==> config.mk <==
export PLATFORM = sky130hd
export DESIGN_NAME = fifo_wr_arbiter
export DESIGN_NICKNAME = d
export VERILOG_FILES = /design/src/rtl/fifo_arb_pkg.sv /design/src/rtl/rr_pick.sv /design/src/rtl/fifo_wr_arbiter.sv
export SDC_FILE = /design/constraint.sdc
export NUM_CORES = 1
export LEC_CHECK = 0
export CORE_AREA = 10 10 56 70
export CTS_CLUSTER_DIAMETER = 150
export CTS_CLUSTER_SIZE = 24
export DETAILED_ROUTE_END_ITERATION = 6
export DIE_AREA = 0 0 66 80
export PLACE_DENSITY = 0.75
export SYNTH_ARGS = -nofsm -noshare
export SYNTH_HDL_FRONTEND = slang
export SYNTH_HIERARCHICAL = 1
export SYNTH_SLANG_ARGS = --single-unit
==> constraint.sdc <==
create_clock -name clk -period 1.8 [get_ports clk]
set_clock_uncertainty 0.15 [all_clocks]
set_input_delay 0.27 -clock clk [delete_from_list [all_inputs] [get_ports clk]]
set_output_delay 0.27 -clock clk [all_outputs]
set_load 0.005 [all_outputs]
==> src/rtl/fifo_arb_pkg.sv <==
`default_nettype none
// ============================================================================
// Module   : fifo_arb_pkg
// Purpose  : Shared types and width helpers for the FIFO write-port arbiter.
// Revision : 1.0  initial release
// ============================================================================
package fifo_arb_pkg;

    // Arbiter FSM: waiting for a request, or locked onto one requester.
    typedef enum logic [0:0] {
        IDLE = 1'b0,
        LOCK = 1'b1
    } arb_state_t;

    // Width of a requester index (never narrower than one bit).
    function automatic int owner_width(input int n_req);
        return (n_req < 2) ? 1 : $clog2(n_req);
    endfunction

    // Width of a counter that must be able to hold MAX_BURST itself.
    function automatic int count_width(input int max_burst);
        return $clog2(max_burst + 1);
    endfunction

endpackage
`default_nettype wire

==> src/rtl/rr_pick.sv <==
`default_nettype none
// ============================================================================
// Module   : rr_pick
// Purpose  : Combinational round-robin selector. Returns the first set request
//            at or above rr_ptr, wrapping modulo N_REQ.
// Revision : 1.0  initial release
// ============================================================================
module rr_pick #(
    parameter int N_REQ = 4,
    parameter int PTR_W = 2
) (
    input  logic [N_REQ-1:0] req,
    input  logic [PTR_W-1:0] rr_ptr,
    output logic             found,
    output logic [PTR_W-1:0] index
);

    // Two copies of the request vector: the upper copy stands in for the
    // wrapped-around requesters below the pointer.
    logic [2*N_REQ-1:0] w_dbl;
    logic [2*N_REQ-1:0] w_masked;

    assign w_dbl = {req, req};

    for (genvar g = 0; g < 2*N_REQ; g++) begin : g_mask
        assign w_masked[g] = w_dbl[g] & (g >= int'(rr_ptr));
    end

    // Lowest surviving bit wins; scanning downward leaves the lowest one last.
    always_comb begin
        found = 1'b0;
        index = '0;
        for (int i = 2*N_REQ - 1; i >= 0; i--) begin
            if (w_masked[i]) begin
                found = 1'b1;
                index = (i >= N_REQ) ? PTR_W'(i - N_REQ) : PTR_W'(i);
            end
        end
    end

endmodule
`default_nettype wire

==> src/rtl/fifo_wr_arbiter.sv <==
`default_nettype none
// ============================================================================
// Module   : fifo_wr_arbiter
// Purpose  : Round-robin arbiter sharing the async FIFO write port among
//            N_REQ requesters, with full backpressure and a burst cap.
// Revision : 1.0  initial release
// ============================================================================
module fifo_wr_arbiter
    import fifo_arb_pkg::*;
#(
    parameter int N_REQ      = 4,
    parameter int DATA_WIDTH = 8,
    parameter int MAX_BURST  = 4
) (
    input  logic                            clk,
    input  logic                            rst_n,
    input  logic [N_REQ-1:0]                req,
    input  logic [N_REQ*DATA_WIDTH-1:0]     req_data,
    input  logic [N_REQ-1:0]                req_last,
    output logic [N_REQ-1:0]                gnt,
    input  logic                            full,
    output logic                            w_en,
    output logic [DATA_WIDTH-1:0]           data_in,
    output logic                            busy,
    output logic [owner_width(N_REQ)-1:0]   owner
);

    localparam int c_ptr_w = owner_width(N_REQ);
    localparam int c_cnt_w = count_width(MAX_BURST);

    arb_state_t          r_state;
    logic [c_ptr_w-1:0]  r_owner;
    logic [c_ptr_w-1:0]  r_rr_ptr;
    logic [c_cnt_w-1:0]  r_beat_cnt;

    logic                w_found;
    logic [c_ptr_w-1:0]  w_pick;
    logic                w_xfer;
    logic                w_release;
    logic [c_cnt_w-1:0]  w_cnt_next;
    logic [c_ptr_w-1:0]  w_ptr_next;

    rr_pick #(
        .N_REQ (N_REQ),
        .PTR_W (c_ptr_w)
    ) u_rr_pick (
        .req    (req),
        .rr_ptr (r_rr_ptr),
        .found  (w_found),
        .index  (w_pick)
    );

    // A beat moves only when locked, the owner offers one and the FIFO has room.
    assign w_xfer     = (r_state == LOCK) & req[r_owner] & ~full;
    assign w_cnt_next = r_beat_cnt + c_cnt_w'(1);
    assign w_release  = w_xfer & (req_last[r_owner] | (w_cnt_next == c_cnt_w'(MAX_BURST)));
    assign w_ptr_next = (r_owner == c_ptr_w'(N_REQ - 1)) ? '0 : r_owner + c_ptr_w'(1);

    // Ready goes to the owner only, and only while the FIFO can accept.
    always_comb begin
        gnt = '0;
        if ((r_state == LOCK) && !full) begin
            gnt[r_owner] = 1'b1;
        end
    end

    assign w_en    = w_xfer;
    assign data_in = req_data[r_owner*DATA_WIDTH +: DATA_WIDTH];
    assign busy    = (r_state == LOCK);
    assign owner   = r_owner;

    // Lock/release FSM with the burst counter and round-robin pointer.
    always_ff @(posedge clk or negedge rst_n) begin
        if (!rst_n) begin
            r_state    <= IDLE;
            r_owner    <= '0;
            r_rr_ptr   <= '0;
            r_beat_cnt <= '0;
        end else begin
            case (r_state)
                IDLE: begin
                    if (w_found) begin
                        r_owner    <= w_pick;
                        r_state    <= LOCK;
                        r_beat_cnt <= '0;
                    end
                end
                LOCK: begin
                    if (w_xfer) begin
                        r_beat_cnt <= w_cnt_next;
                        if (w_release) begin
                            r_state  <= IDLE;
                            r_rr_ptr <= w_ptr_next;
                        end
                    end
                end
                default: r_state <= IDLE;
            endcase
        end
    end

endmodule
`default_nettype wire
==> metrics.txt <==
core box area approximately 2600 sq um; area of all sequential standard cells around 200 sq um; post-synthesis adder-cell area fraction 9.901%; Power, Total 1960 uW; Clock Sinks 8; CP startpoint owner[0]; Port Buffers between 50 and 60; sequential fraction of the synthesis area roughly a quarter; # fillers 190; clock latency on the worst-skew pair 0.25 ns; Logic pwr share roughly 75%; CTS tree built; DRC viols 0; worst path buffer plus inverter count 3; Crit Path Category reg -> out; main area contributors after synthesis mux4_2 (27%), dfrtp_1 (26%), ha_1 (9.9%), mux4_1 (3.5%), and2_1 (3.3%); critical path arrival around 1.6 ns; fin crit share 109.4%; Setup TNS -1.370 ns; FMAX ~510 MHz; flop2flop setup slack -0.17 ns; failing checks setup timing; DRT iter0 DRCs 46; clock power share under 10%; CTS Buf Count 3; RSZ-0062 raised after global routing true; Seq pwr share 18.1%; overflow left after global routing 0; pin count of the biggest net entering global routing 9; CTS H-tree lvls 1; Clock Root Buffer clkbuf_4; Post-Route WL a little over 3000 microns; Slew @ Worst Pin 0.3561 ns; post-synthesis mux area share about a third; Max Transition Viols Final 0; library cells used by synthesis 25; setup ws final -0.1698 ns; fin crit period about 2.0 ns; Psw 696.8 uW; Worst EP required about 1.4 ns; Worst Setup End Kind primary output; Hold Path Class in -> async; Max-cap violations 0; Worst setup SP type flop; Syn Nets roughly 120; Synth Cell Area 758.2 sq um; Yosys warnings 6; crit-path cells buf_6 > buf_6 > mux4_2 > buf_6; Clock Path Buffers 2; FF-to-FF path depth 6; cts hold-fix bufs 0; largest family of logic cells by synthesized area multiplexers; worst r2r dst r_rr_ptr[1]; Die H ~80 microns; switching share of total power 35.54%; area grow syn2layout 116.7%; Critical Path Fanout Max 6; # rows 21; post-route ant nets 0; Clock transition at path regs about 0.05 ns; multi-input logic area just under 600 sq um; crit-path max cell delay 0.50 ns; Worst R2R Start owner[0]; Synth area leader mux4_2; Post-Synth XOR/XNOR Area 1.155%; drt via density roughly 4.9; slew margin rel. roughly 76%; Worst IR Drop VDD ~0.63 mV; Avg Cell Area, Syn 11.49 sq um; RePlAce Congestion 0.8174; #FFs+latches synth 8; fraction of layout cells with a size suffix above 1 45.95%; routed len/inst 17.08 microns; Final Instance Area around 1600 sq um; Initial Util between 20% and 30%; Area after DPL between 1000 and 1500 sq um; status finished, violations left; Post-Synth Simple-Gate Area around an eighth; final hold vios 0; DP HPWL ~2600 microns; Total Nets Final about 200; Top-Level Pins 59; Die W 66 microns; Worst path slowest cell mux4_2; Synth Area in Compound Gates between 10% and 20%; Synth Instances 66; die area about 5300 sq um; global-route wire length before repair approximately 4700 microns; most used cell along the critical path buf_6; CP top delay family multiplexers; antenna violations before repair 0; power density cells between 1000 and 1500 nW/um^2; share of the synthesized area in the top cell type between 20% and 30%; 1st-pass router iterations 4; vias in the first global route about 920; Lkg Pwr 0.0007327 uW; diode count 0; Final setup viols 12; P_int approximately 1300 uW; total track usage roughly 11%; Via Count between 800 and 900
[final cells by class]
| cell class | count | area share, % |
|---|---|---|
| Timing Repair Buffer | 81 | 46.69 |
| Multi-Input combinational cell | 51 | 35.95 |
| Sequential cell | 8 | 12.26 |
| Tap cell | 34 | 2.589 |
| Clock buffer | 3 | 1.371 |
| Inverter | 5 | 1.142 |
[stage by stage]
stage	utilization (%)	setup slack, ns	cells	hold WS [ns]
global route	63.16	-0.2383	182	0.1768
finish	63.16	-0.1698	182	0.1476
CTS	60.17	-0.1763	179	0.1477
global placement	56.52	-0.4179	169	0.3757
detailed placement	56.52	-0.4355	169	0.4084
floorplan	-	0.01882	66	-0.1756
[power by group through the flow]
stage / combinational [uW] / clock, uW / sequential (uW)
6_report: 1480 / 130 / 355
5_1_grt: 1590 / 144 / 372
4_1_cts: 1370 / 137 / 350
3_5_place_dp: 1220 / 0 / 350
3_3_place_gp: 1190 / 0 / 338
2_1_floorplan: 580 / 0 / 344
[kinds of logic (layout without fill, tap and decap cells)]
group	Yosys count	count (layout)
multiplexers	13	13
AO/OA/AOI/OAI	12	12
buffers and inverters	7	89
flip-flops	8	8
adder cells (fa/ha/maj)	6	6
XOR/XNOR	1	1
AND/OR/NAND/NOR	19	19
[how the worst max path moves through the flow]
stage / endpoint / slack (ns) / cells past startpoint
after floorplan: r_rr_ptr[1] / 0.02 / 4
after global placement: w_en / -0.42 / 5
after detailed placement: w_en / -0.44 / 5
after CTS: w_en / -0.18 / 5
after global routing: data_in[4] / -0.24 / 4
final: data_in[4] / -0.17 / 4
[cell usage after synthesis]
master / n
or4_1: 1
buf_1: 1
a22o_1: 1
a21oi_1: 2
nand2_1: 5
mux2_4: 1
inv_1: 5
ha_1: 6
a211oi_2: 1
nor3b_1: 1
nand2b_1: 2
nor2b_1: 1
xor2_1: 1
a211oi_1: 1
o21ai_0: 5
o41ai_1: 1
mux4_1: 1
nor2_1: 3
buf_2: 1
and2_1: 4
a21oi_2: 1
nand3_1: 2
dfrtp_1: 8
mux4_2: 9
mux2_2: 2
[registers in the layout (all words and copies together), names as in the netlist]
signal and count:
busy 1, owner 2, r_beat_cnt 3, r_rr_ptr 2
[repair_timing]
action | in CTS | in global routing
cloned | 0 | 0
setup endpoints to repair | 21 | 19
pin swaps | 2 | 2
setup buffers | 7 | 4
resized for setup | 78 | 14
[placed cells by master, fill, tap and decap left out, types with 2 or more instances in the layout]
cell,count
dlymetal6s2s_1,2
mux2_2,2
buf_2,8
mux4_2,10
buf_6,17
a21oi_1,2
nand2_1,4
inv_1,4
buf_4,11
o21ai_2,2
nor2_1,2
and2_4,2
ha_1,4
ha_4,2
clkbuf_4,3
dlygate4sd2_1,2
and2_1,2
o21ai_0,3
nand3_1,2
dfrtp_1,7
clkdlybuf4s50_1,41
[routing by layer]
| layer | GRT usage (%) | vias to the layer above | share of wire (%) |
|---|---|---|---|
| li1 | - | 414 | - |
| met5 | 0 | - | 0 |
| met4 | 2.521 | 0 | 0 |
| met2 | 19.19 | 51 | 48 |
| met3 | 4.354 | 0 | 12 |
| met1 | 12.87 | 418 | 40 |
(Power assumes the default switching activity.)
